**src/rtl/pid_integrator.sv**
```systemverilog
// pid_integrator: integral-term generator for the PID controller.
// Accumulates signed error samples into an ACC_W-bit accumulator and
// presents its top OUT_W bits as I_term. The accumulator can freeze or
// clamp on overflow, and samples can be decimated by INTEG_DIV. It also
// supports external hold/clear, a sticky overflow flag and an update strobe.
// Optional feature: define PID_INTEG_LEAK_EN to add a leak term of
// acc >>> LEAK_SHIFT that is subtracted on every update.
module pid_integrator #(
  parameter int ERR_W      = 10,
  parameter int ACC_W      = 15,
  parameter int OUT_W      = 9,
  parameter int INTEG_DIV  = 1,
  parameter int LEAK_SHIFT = 8
) (
  input  logic                    clk,
  input  logic                    rst_n,
  input  logic                    moving,
  input  logic                    clr,
  input  logic                    frz,
  input  logic                    sat_mode,
  input  logic                    err_vld,
  input  logic signed [ERR_W-1:0] err_sat,
  output logic signed [OUT_W-1:0] I_term,
  output logic                    I_vld,
  output logic                    ovfl
);

  // Decimation counter is at least one bit wide so INTEG_DIV=1 stays legal.
  localparam int CNT_W = (INTEG_DIV > 1) ? $clog2(INTEG_DIV) : 1;
  localparam logic [CNT_W-1:0] CNT_LAST = CNT_W'(INTEG_DIV - 1);

  localparam logic signed [ACC_W-1:0] ACC_MAX = {1'b0, {(ACC_W-1){1'b1}}};
  localparam logic signed [ACC_W-1:0] ACC_MIN = {1'b1, {(ACC_W-1){1'b0}}};

`ifdef PID_INTEG_LEAK_EN
  localparam bit LEAK_ON = 1'b1;
`else
  localparam bit LEAK_ON = 1'b0;
`endif

  // Overflow of an ACC_W+1-bit sum: the two top bits disagree.
  function automatic logic sum_ovf(input logic signed [ACC_W:0] sum);
    sum_ovf = sum[ACC_W] ^ sum[ACC_W-1];
  endfunction

  // Next accumulator value. Pass through when in range. On overflow either
  // hold the old value (legacy freeze) or snap to the rail that the sum's
  // sign points at (clamp).
  function automatic logic signed [ACC_W-1:0] sat_acc(
    input logic signed [ACC_W:0]   sum,
    input logic                    clamp,
    input logic signed [ACC_W-1:0] acc_hold
  );
    if (!sum_ovf(sum)) begin
      sat_acc = sum[ACC_W-1:0];
    end else if (clamp) begin
      sat_acc = sum[ACC_W] ? ACC_MIN : ACC_MAX;
    end else begin
      sat_acc = acc_hold;
    end
  endfunction

  logic signed [ACC_W-1:0] r_acc_p0;
  logic [CNT_W-1:0]        r_div_cnt;
  logic                    r_vld_p0;
  logic                    r_ovfl;

  logic                    w_clear;
  logic                    w_last;
  logic signed [ACC_W:0]   w_acc_ext;
  logic signed [ACC_W:0]   w_err_ext;
  logic signed [ACC_W-1:0] w_leak;
  logic signed [ACC_W:0]   w_leak_ext;
  logic signed [ACC_W:0]   w_sum;
  logic                    w_ovf;
  logic signed [ACC_W-1:0] w_acc_nxt;

  assign w_clear = !moving | clr;
  assign w_last  = (r_div_cnt == CNT_LAST);

  // Widen by one bit so the sum can never wrap before overflow is judged.
  assign w_acc_ext  = (ACC_W+1)'(r_acc_p0);
  assign w_err_ext  = (ACC_W+1)'(err_sat);
  assign w_leak     = LEAK_ON ? (r_acc_p0 >>> LEAK_SHIFT) : '0;
  assign w_leak_ext = (ACC_W+1)'(w_leak);
  assign w_sum      = w_acc_ext + w_err_ext - w_leak_ext;
  assign w_ovf      = sum_ovf(w_sum);
  assign w_acc_nxt  = sat_acc(w_sum, sat_mode, r_acc_p0);

  // ---- stage p0: accumulator, decimation counter, strobe, sticky flag ----
  // Clear beats hold, and hold beats sample processing.
  always_ff @(posedge clk or negedge rst_n) begin
    if (!rst_n) begin
      r_acc_p0  <= '0;
      r_div_cnt <= '0;
      r_vld_p0  <= 1'b0;
      r_ovfl    <= 1'b0;
    end else if (w_clear) begin
      r_acc_p0  <= '0;
      r_div_cnt <= '0;
      r_vld_p0  <= 1'b0;
      r_ovfl    <= 1'b0;
    end else if (frz) begin
      r_vld_p0  <= 1'b0;
    end else if (err_vld) begin
      if (w_last) begin
        r_div_cnt <= '0;
        r_acc_p0  <= w_acc_nxt;
        r_vld_p0  <= 1'b1;
        if (w_ovf) begin
          r_ovfl <= 1'b1;
        end
      end else begin
        r_div_cnt <= r_div_cnt + CNT_W'(1);
        r_vld_p0  <= 1'b0;
      end
    end else begin
      r_vld_p0  <= 1'b0;
    end
  end

  assign I_term = r_acc_p0[ACC_W-1 -: OUT_W];
  assign I_vld  = r_vld_p0;
  assign ovfl   = r_ovfl;

endmodule

```
**config.mk**
```make
export PLATFORM = sky130hd
export DESIGN_NAME = pid_integrator
export DESIGN_NICKNAME = d
export VERILOG_FILES = /design/src/rtl/pid_integrator.sv
export SDC_FILE = /design/constraint.sdc
export NUM_CORES = 1
export LEC_CHECK = 0
export BUFFER_PORTS_ARGS = -buffer_cell sky130_fd_sc_hd__buf_2
export CAP_MARGIN = 20
export CORE_MARGIN = 5
export CORE_UTILIZATION = 30
export CTS_CLUSTER_DIAMETER = 120
export DETAILED_ROUTE_END_ITERATION = 6
export SLEW_MARGIN = 20
export SYNTH_ARGS = -nofsm -noshare
export SYNTH_HDL_FRONTEND = slang
export SYNTH_SLANG_ARGS = --single-unit
```
**constraint.sdc**
```tcl
create_clock -name clk -period 2.89 [get_ports clk]
set_input_delay 0.4335 -clock clk [delete_from_list [all_inputs] [get_ports clk]]
set_output_delay 0.4335 -clock clk [all_outputs]
set_load 0.03 [all_outputs]
```
==> flow_metrics.py <==
metrics = {
    "outcome": {
        "status": "complete, no violations",
    },
    "critical_path": {
        "cp.arrival_ps": 2880,
        "worstPathRequired_ps": 3070,
        "path_class": "flip-flop to flip-flop",
        "critPathLaunchType": "flip-flop",
        "crit_path_end_kind": "flip-flop",
        "critPathMaxFanout": 6,
    },
    "detailed_routing": {
        "wl_mm": 4.09,
        "first_iter_violations": 82,
        "post_drt_wl_per_cell_um": 14.1,
        "drc_errors": 0,
        "dr.pass1.iters": 4,
        "vias_per_cell": 4.98,
        "via_count": 1450,
        "ant_nets": 0,
    },
    "clock_tree": {
        "cts_tree": "done",
        "numCtsBuffers": 3,
        "cts_setup_buffers": 0,
        "path_clk_slew_ps": 80,
        "hold_buffers": 0,
        "clk_latency_ps": 260,
        "cts.root.buffer_cell": "clkbuf_8",
        "h-tree-depth": 1,
        "clkSinkCount": 17,
        "clk_path_buf_depth": 2,
        "ctsResizeCount": 0,
    },
    "sta": {
        "slew_viol_final": 0,
        "tns_ps": 0,
        "period_share_pct": 93.5,
        "rsz0062_at_grt": "false",
        "fmax_ghz": 0.370,
        "setup_viol": 0,
        "fin_crit_ps": 2700,
        "relSlewSlack_pct": 62.7,
        "tightest_slew_ps": 553,
        "hold_viol_final": 0,
        "skew_ps": 5.32,
    },
    "synth": {
        "synth_edf_count": 0,
        "syn_inst": 192,
        "ys_seq_elements": 17,
        "synthArstFlopShare_pct": 100,
        "seq_area_frac_synth_pct": 24.0,
        "synth_area_um2": 1770,
        "yosys_warnings": 0,
        "synth_nets": 225,
        "synth_top_flop_cell": "dfrtp_1",
        "synth_cell_types": 52,
        "synth_area_per_cell_um2": 9.24,
    },
    "floorplan": {
        "die_y_um": 86.9,
        "core_region_area_um2": 5850,
        "rows": 28,
        "die_x_um": 86.9,
        "initial_utilization_pct": 30.3,
        "ios": 28,
        "die-area_um2": 7550,
    },
    "placement": {
        "place_hpwl_mm": 3.24,
        "io_buffers": 27,
        "dp_cells": 287,
        "place_congestion": 0.826,
    },
    "global_routing": {
        "grt_max_degree": 18,
        "grt_usage_pct": 11.6,
        "grt_pass1_wl_mm": 7.07,
        "gr-total-overflow": 0,
        "antenna_found_initial": 0,
        "grt_pass1_vias": 1496,
    },
    "pwr": {
        "p_per_area_nw_per_um2": 701,
        "p_leak_uw": 0.000923,
        "ir_drop_v": 0.000256,
    },
    "final_layout": {
        "instances_no_fill": 291,
        "n_antenna_cell": 0,
        "nets": 250,
        "fillers": 598,
        "syn_to_final_growth_pct": 14.9,
        "drive_gt1_share_pct": 24.5,
    },
    "job": {
        "max-cap-violations": 0,
    },
    "hold_path": {
        "worstHoldPathType": "primary input to asynchronous set/reset pin",
    },
}
through the flow:
step | hold WS (ps) | area (µm²) | worst slack (ps) | util [%] | power, µW
global route | 138 | 2040 | 62.3 | 34.8 | 1550
CTS | 120 | 2040 | 167 | 34.8 | 1440
global placement | 398 | 1990 | 94.3 | 34.0 | 1240
finish | 102 | 2040 | 189 | 34.8 | 1430
detailed placement | 403 | 1990 | 8.31 | 34.0 | 1240
floorplan | 138 | 1770 | 265 | - | 1050
cells by family (layout without fill, tap and decap cells):
| logic type | count (synthesis) | in the layout | synth area share, % |
|---|---|---|---|
| adder cells (fa/ha/maj) | 16 | 16 | 11.7 |
| flip-flops | 17 | 17 | 24.0 |
| multiplexers | 15 | 15 | 8.46 |
| buffers and inverters | 32 | 56 | 10.4 |
| XOR/XNOR | 11 | 11 | 6.49 |
| AND/OR/NAND/NOR | 41 | 41 | 12.1 |
| AO/OA/AOI/OAI | 60 | 60 | 26.8 |
worst max-delay path, stage by stage (launching register included):
cell,delay [ps]
dfrtp_1,390
ha_1,220
inv_1,80
fa_1,250
nor2b_4,60
o31a_1,250
o31a_1,260
a41o_1,320
buf_4,190
o211ai_4,240
buf_12,160
mux2i_1,200
Yosys cell counts, types with 6 or more instances:
cell type  instances  share of area [%]
inv_1             17                3.6
dfrtp_1           17                 24
a21oi_1           13                3.7
nor2_1            10                2.1
nand2_1            9                1.9
ha_1              15                 11
xor2_1             6                3.0
buf_4             10                4.2
mux2i_1           15                8.5
o22ai_1           13                4.6
per-layer routing:
| layer | wire length (µm) | up-vias | part of all wire, % | track usage (%) |
|---|---|---|---|---|
| met1 | 2000 | 671 | 49 | 15.9 |
| li1 | - | 745 | - | - |
| met2 | 1870 | 30 | 46 | 19.1 |
| met3 | 201 | 4 | 4.9 | 1.89 |
| met5 | 0 | - | 0 | 0 |
| met4 | 22 | 0 | 0.54 | 2.41 |
cell usage in the layout, fill, tap and decap left out, types with 2 or more instances in the layout:
master,netlist,final
buf_2,3,27
dfrtp_1,17,17
inv_1,17,17
mux2i_1,15,15
ha_1,15,15
a21oi_1,13,13
o22ai_1,13,13
nor2_1,10,10
nand2_1,9,9
xor2_1,6,6
o21a_1,4,4
o21ai_0,4,4
nand3_1,4,4
xnor2_1,4,4
buf_12,1,4
buf_4,10,4
nor3_1,3,3
a31oi_1,3,3
clkbuf_8,0,3
and2_1,2,2
and3_1,2,2
o31a_1,2,2
a21oi_4,2,2
nand2b_1,2,2
o21ai_1,2,2
nand4_1,2,2
registers in the layout (all words and copies together), names as in the netlist:
name	flops
I_vld	1
ovfl	1
r_acc_p0	15
final timing paths:
path	start	end	slack, ps	cells past startpoint
max	r_acc_p0[0]	r_acc_p0[12]	190	11
min	rst_n	r_acc_p0[7]	100	1
max reg2reg	r_acc_p0[0]	r_acc_p0[12]	190	11
min reg2reg	ovfl	ovfl	510	2
max in group asynchronous	rst_n	r_acc_p0[14]	2490	1
min in group clk	clr	r_acc_p0[14]	480	4
report_power, final:
part,leakage [µW],internal (µW),switching (µW)
sequential,0.000229,290,38.6
clock,0.0000255,96.0,95.8
combinational,0.000668,401,508
total,0.000923,787,642
area by class of cell:
type,count,area [µm²],area share [%]
Inverter,17,63.8,3.13
Multi-Input combinational cell,143,1160,57.1
Timing Repair Buffer,35,245,12.0
Sequential cell,17,425,20.9
Clock inverter,1,5.00,0.246
Clock buffer,3,41.3,2.03
Tap cell,75,93.8,4.60
Power figures use the tool's default switching activity.
